$ cat src/rtl/bus_pkg.sv
// Shared bus definitions: default packet geometry, packet layout and broadcast ID.
package bus_pkg;

   localparam int DEF_TAMA_PAQUETE = 32;
   localparam int DEF_PROFUNDIDAD  = 8;

   typedef struct packed {
      logic [7:0]                  dest;
      logic [DEF_TAMA_PAQUETE-9:0] payload;
   } paquete_t;

   localparam logic [7:0] BROADCAST_ID = 8'hFF;

endpackage

$ cat src/rtl/fifo_ptr.sv
// Wrapping FIFO pointer: advances on inc, wraps profundidad-1 -> 0, async reset to 0.
module fifo_ptr
   import bus_pkg::*;
#(
   parameter int profundidad = DEF_PROFUNDIDAD
) (
   input  logic                           clk,
   input  logic                           reset,
   input  logic                           inc,
   output logic [$clog2(profundidad)-1:0] ptr
);

   localparam int PW = $clog2(profundidad);
   localparam logic [PW-1:0] LAST = PW'(profundidad - 1);

   always_ff @(posedge clk or posedge reset) begin
      if (reset) begin
         ptr <= '0;
      end else if (inc) begin
         ptr <= (ptr == LAST) ? '0 : ptr + PW'(1);
      end
   end

endmodule

$ cat src/rtl/fifo_dispositivo.sv
// Per-device first-word fall-through FIFO between a device driver and the bus arbiter.
// Optional drop counter output overflow_cnt is built when FIFO_OVFL_CNT_EN is defined.
module fifo_dispositivo
   import bus_pkg::*;
#(
   parameter int tama_de_paquete = DEF_TAMA_PAQUETE,
   parameter int profundidad     = DEF_PROFUNDIDAD
) (
   input  logic                               clk,
   input  logic                               reset,
   input  logic                               push,
   input  logic [tama_de_paquete-1:0]         D_push,
   input  logic                               pop,
   output logic [tama_de_paquete-1:0]         D_pop,
   output logic                               pndng,
   output logic                               full,
   output logic [$clog2(profundidad+1)-1:0]   count
`ifdef FIFO_OVFL_CNT_EN
   ,
   output logic [15:0]                        overflow_cnt
`endif
);

   localparam int PW = $clog2(profundidad);
   localparam int CW = $clog2(profundidad + 1);

   logic [tama_de_paquete-1:0] mem [profundidad];
   logic [PW-1:0]              wr_ptr;
   logic [PW-1:0]              rd_ptr;
   logic                       do_push;
   logic                       do_pop;

   assign pndng = (count != '0);
   assign full  = (count == CW'(profundidad));

   // When full, a simultaneous pop frees the slot the write lands in, so the push is kept.
   assign do_pop  = pop & pndng;
   assign do_push = push & (~full | pop);

   fifo_ptr #(.profundidad(profundidad)) u_wr_ptr (
      .clk   (clk),
      .reset (reset),
      .inc   (do_push),
      .ptr   (wr_ptr)
   );

   fifo_ptr #(.profundidad(profundidad)) u_rd_ptr (
      .clk   (clk),
      .reset (reset),
      .inc   (do_pop),
      .ptr   (rd_ptr)
   );

   always_ff @(posedge clk) begin
      if (do_push) begin
         mem[wr_ptr] <= D_push;
      end
   end

   always_ff @(posedge clk or posedge reset) begin
      if (reset) begin
         count <= '0;
      end else begin
         case ({do_push, do_pop})
            2'b10:   count <= count + CW'(1);
            2'b01:   count <= count - CW'(1);
            default: count <= count;
         endcase
      end
   end

   assign D_pop = pndng ? mem[rd_ptr] : '0;

`ifdef FIFO_OVFL_CNT_EN
   function automatic logic [15:0] sat_inc16(input logic [15:0] v);
      return (v == 16'hFFFF) ? v : v + 16'd1;
   endfunction

   always_ff @(posedge clk or posedge reset) begin
      if (reset) begin
         overflow_cnt <= '0;
      end else if (push & full & ~pop) begin
         overflow_cnt <= sat_inc16(overflow_cnt);
      end
   end
`endif

endmodule

$ cat config.mk
export PLATFORM = sky130hd
export DESIGN_NAME = fifo_dispositivo
export DESIGN_NICKNAME = d
export VERILOG_FILES = /design/src/rtl/bus_pkg.sv /design/src/rtl/fifo_ptr.sv /design/src/rtl/fifo_dispositivo.sv
export SDC_FILE = /design/constraint.sdc
export NUM_CORES = 1
export LEC_CHECK = 0
export ABC_AREA = 0
export CORE_MARGIN = 4
export CORE_UTILIZATION = 55
export DETAILED_ROUTE_END_ITERATION = 10
export GPL_TIMING_DRIVEN = 0
export HOLD_SLACK_MARGIN = 0.12
export PLACE_DENSITY_LB_ADDON = 0.25
export SETUP_SLACK_MARGIN = 0.1
export SYNTH_ARGS = -nofsm -noshare
export SYNTH_HDL_FRONTEND = slang
export SYNTH_SLANG_ARGS = --single-unit
$ cat constraint.sdc
create_clock -name clk -period 6.65 [get_ports clk]
set_clock_uncertainty 0.15 [all_clocks]
set_input_delay 1.33 -clock clk [delete_from_list [all_inputs] [get_ports clk]]
set_output_delay 1.33 -clock clk [all_outputs]
set_load 0.02 [all_outputs]
==> results.yml <==
yosys:
  synth-seq-cells: 266
  synth_cell_type_count: 41
  yosys.area.top_type: "edfxtp_1"
  ys.flop_type: "edfxtp_1"
  synthesis.nets: 485
  synth.avg_cell_area_um2: 23.5
  synth_common_cells: "edfxtp_1 (256), mux4_2 (50), a22o_1 (32), mux4_1 (14), buf_6 (11)"
  synth.most_common_cell: "edfxtp_1"
  yosysTopAreaCellShare_pct: 73.9
  synth.yosys.seq_area_share_pct: 76.3
  ys_async_sr_fraction_pct: 3.76
  synth_area_um2: 10400
  ys_top_cells_by_area: "edfxtp_1 (74%), mux4_2 (11%), mux4_1 (3.5%), a22o_1 (2.7%), dfrtp_1 (2.4%)"
  syn_inst: 442
  synth_enable_flop_cells: 256
  yosys_warnings: 0
cells_and_area:
  final_cell_area_um2: 12600
  syn_to_final_growth_pct: 20.8
  drive_gt1_share_pct: 24.7
  num-fill-cells: 1150
  final_core_util_pct: 67.4
  final_nets: 607
  antenna_cells: 0
  ff_latch_area_um2: 7940
  multiInputGateArea_um2: 2260
hold_path:
  hold_path.class: "register to register"
status:
  status: "complete, no violations"
route:
  drt_iter0_markers: 420
  drt_pass1_iterations: 4
  vias: 4907
  wl_per_cell_um: 24.6
  drc: 0
  drt_wl_total_mm: 20.1
  drtAntennaViolNets: 0
  avgViaCountPerCell: 6.01
floorplan:
  die_w_um: 146
  core-area_um2: 18600
  initial_core_util_pct: 55.8
  ios: 74
  floorplan.die_area_um2: 21200
  num_rows: 50
  die_y_um: 146
setup_path:
  rrSetupSlack_ps: 3530
  endpoint_kind: "output port"
  crit_fanout: 10
  arrival_ps: 3000
  worstSetupEndpoint: "D_pop[7]"
  path_class: "register to output port"
  reg2regPathDepth: 6
  r2r_end: "count[3]"
  critPathLaunchType: "register"
  crit_required_ps: 5170
  critPathLaunch: "u_rd_ptr.ptr[1]"
  r2r_start: "count[0]"
placement:
  place.gp.congestion: 0.746
  numPortBuffers: 73
  placed_area_um2: 11700
  dp.final_hpwl_mm: 12.7
sta:
  rsz0062_at_grt: "no"
  tightest_slew_ps: 919
  fmax_mhz: 223
  finalSetupViolations: 0
  hold_viol: 0
  relSlewSlack_pct: 38.4
  period_share_pct: 67.3
  layout_min_cycle_time_ps: 4480
  final_max_slew_viol_count: 0
  tns_ps: 0
  hold_ws_ps: 499
cts:
  htreeDepth: 1
  numClockSinks: 266
  cts_buffers: 26
  cts_hold_buf: 0
  post_cts_resized: 0
  cts_tree: "yes"
  cts_max_path_buffers: 3
  path_clk_slew_ps: 60
  root_buffer: "clkbuf_16"
  clk_latency_ps: 510
  post-cts-setup-buffers: 0
global_route:
  antenna_found_initial: 0
  grtUsageTotal_pct: 19.5
  grt_max_degree: 26
  grt_pass1_vias: 5400
  grt_pass1_wl_mm: 31.5
  gr-total-overflow: 0
power_and_ir_drop:
  peakVddDrop_v: 0.000270
  power.density_nw_per_um2: 466
  total_power_mw: 5.86
  p_leak_nw: 4.20
flow_run:
  drv_cap: 0
==> cell type report <==
type | instances | area share, %
inverter | 5 | 0.149
clock inverter | 14 | 1.09
clock buffer | 32 | 5.52
timing repair buffer | 94 | 7.87
sequential | 266 | 63.1
buffer | 24 | 1.93
multi-input combinational | 147 | 18.0
tap | 234 | 2.33
==> report_power, final <==
part | leakage [nW] | internal [mW] | switching, mW | total (mW)
clock | 0.410 | 0.852 | 0.570 | 1.42
sequential | 2.44 | 2.11 | 0.0975 | 2.21
combinational | 1.35 | 1.12 | 1.11 | 2.23
==> worst max-delay path: stages, from the launching register on <==
cell	delay, ps
dfrtp_1	370
buf_2	290
buf_1	650
mux4_2	420
a22o_1	210
clkdlybuf4s50_1	540
==> registers in the layout (all words and copies together), names as in the netlist <==
| name | count |
|---|---|
| u_wr_ptr.ptr | 3 |
| mem | 256 |
| u_rd_ptr.ptr | 3 |
| count | 4 |
==> placed cells by master (no fill, tap or decap), types with 3 or more instances in the layout <==
cell type / count
edfxtp_1: 256
clkdlybuf4s50_1: 73
mux4_2: 50
a22o_1: 32
clkbuf_16: 27
buf_6: 18
mux4_1: 14
dfrtp_1: 10
buf_4: 8
clkbuf_1: 7
ha_1: 7
clkinv_1: 6
inv_1: 5
clkinv_2: 5
mux2_2: 4
buf_12: 4
nor3_2: 4
buf_8: 4
nor2_1: 3
buf_2: 3
clkbuf_8: 3
mux2_1: 3
nor2_4: 3
bufinv_16: 3
==> kinds of logic (layout without fill, tap and decap cells) <==
logic type,count (synthesis),count (layout),synth area share (%)
flip-flops,266,266,76.3
multiplexers,72,72,15.2
AO/OA/AOI/OAI,40,40,3.37
buffers and inverters,29,169,2.51
AND/OR/NAND/NOR,25,25,1.56
adder cells (fa/ha/maj),7,7,0.841
XOR/XNOR,3,3,0.252
==> how the worst min path moves through the flow <==
stage / slack, ps / end / start / cells after the start
2_1_floorplan: 420 / u_wr_ptr.ptr[1] / u_wr_ptr.ptr[1] / 1
3_3_place_gp: 440 / u_wr_ptr.ptr[1] / u_wr_ptr.ptr[1] / 1
3_5_place_dp: 470 / count[2] / count[2] / 1
4_1_cts: 480 / count[2] / count[2] / 1
5_1_grt: 520 / count[2] / count[2] / 1
6_report: 500 / count[2] / count[2] / 1
==> per-layer routing <==
| layer | global-route usage (%) | up-vias | part of all wire (%) | routed length [µm] |
|---|---|---|---|---|
| li1 | - | 2150 | - | - |
| met4 | 4.51 | 0 | 1.3 | 265 |
| met5 | 0 | - | 0 | 0 |
| met1 | 26.6 | 2597 | 42 | 8460 |
| met2 | 33.8 | 132 | 52 | 10500 |
| met3 | 2.96 | 28 | 4.5 | 898 |
==> stage by stage <==
step | std cells | worst slack, ps
2_1_floorplan | 442 | 1510
3_3_place_gp | 749 | -2270
3_5_place_dp | 770 | 2580
4_1_cts | 816 | 2160
5_1_grt | 816 | 2050
6_report | 816 | 2170
No activity file was read; power rests on OpenSTA's default activity.
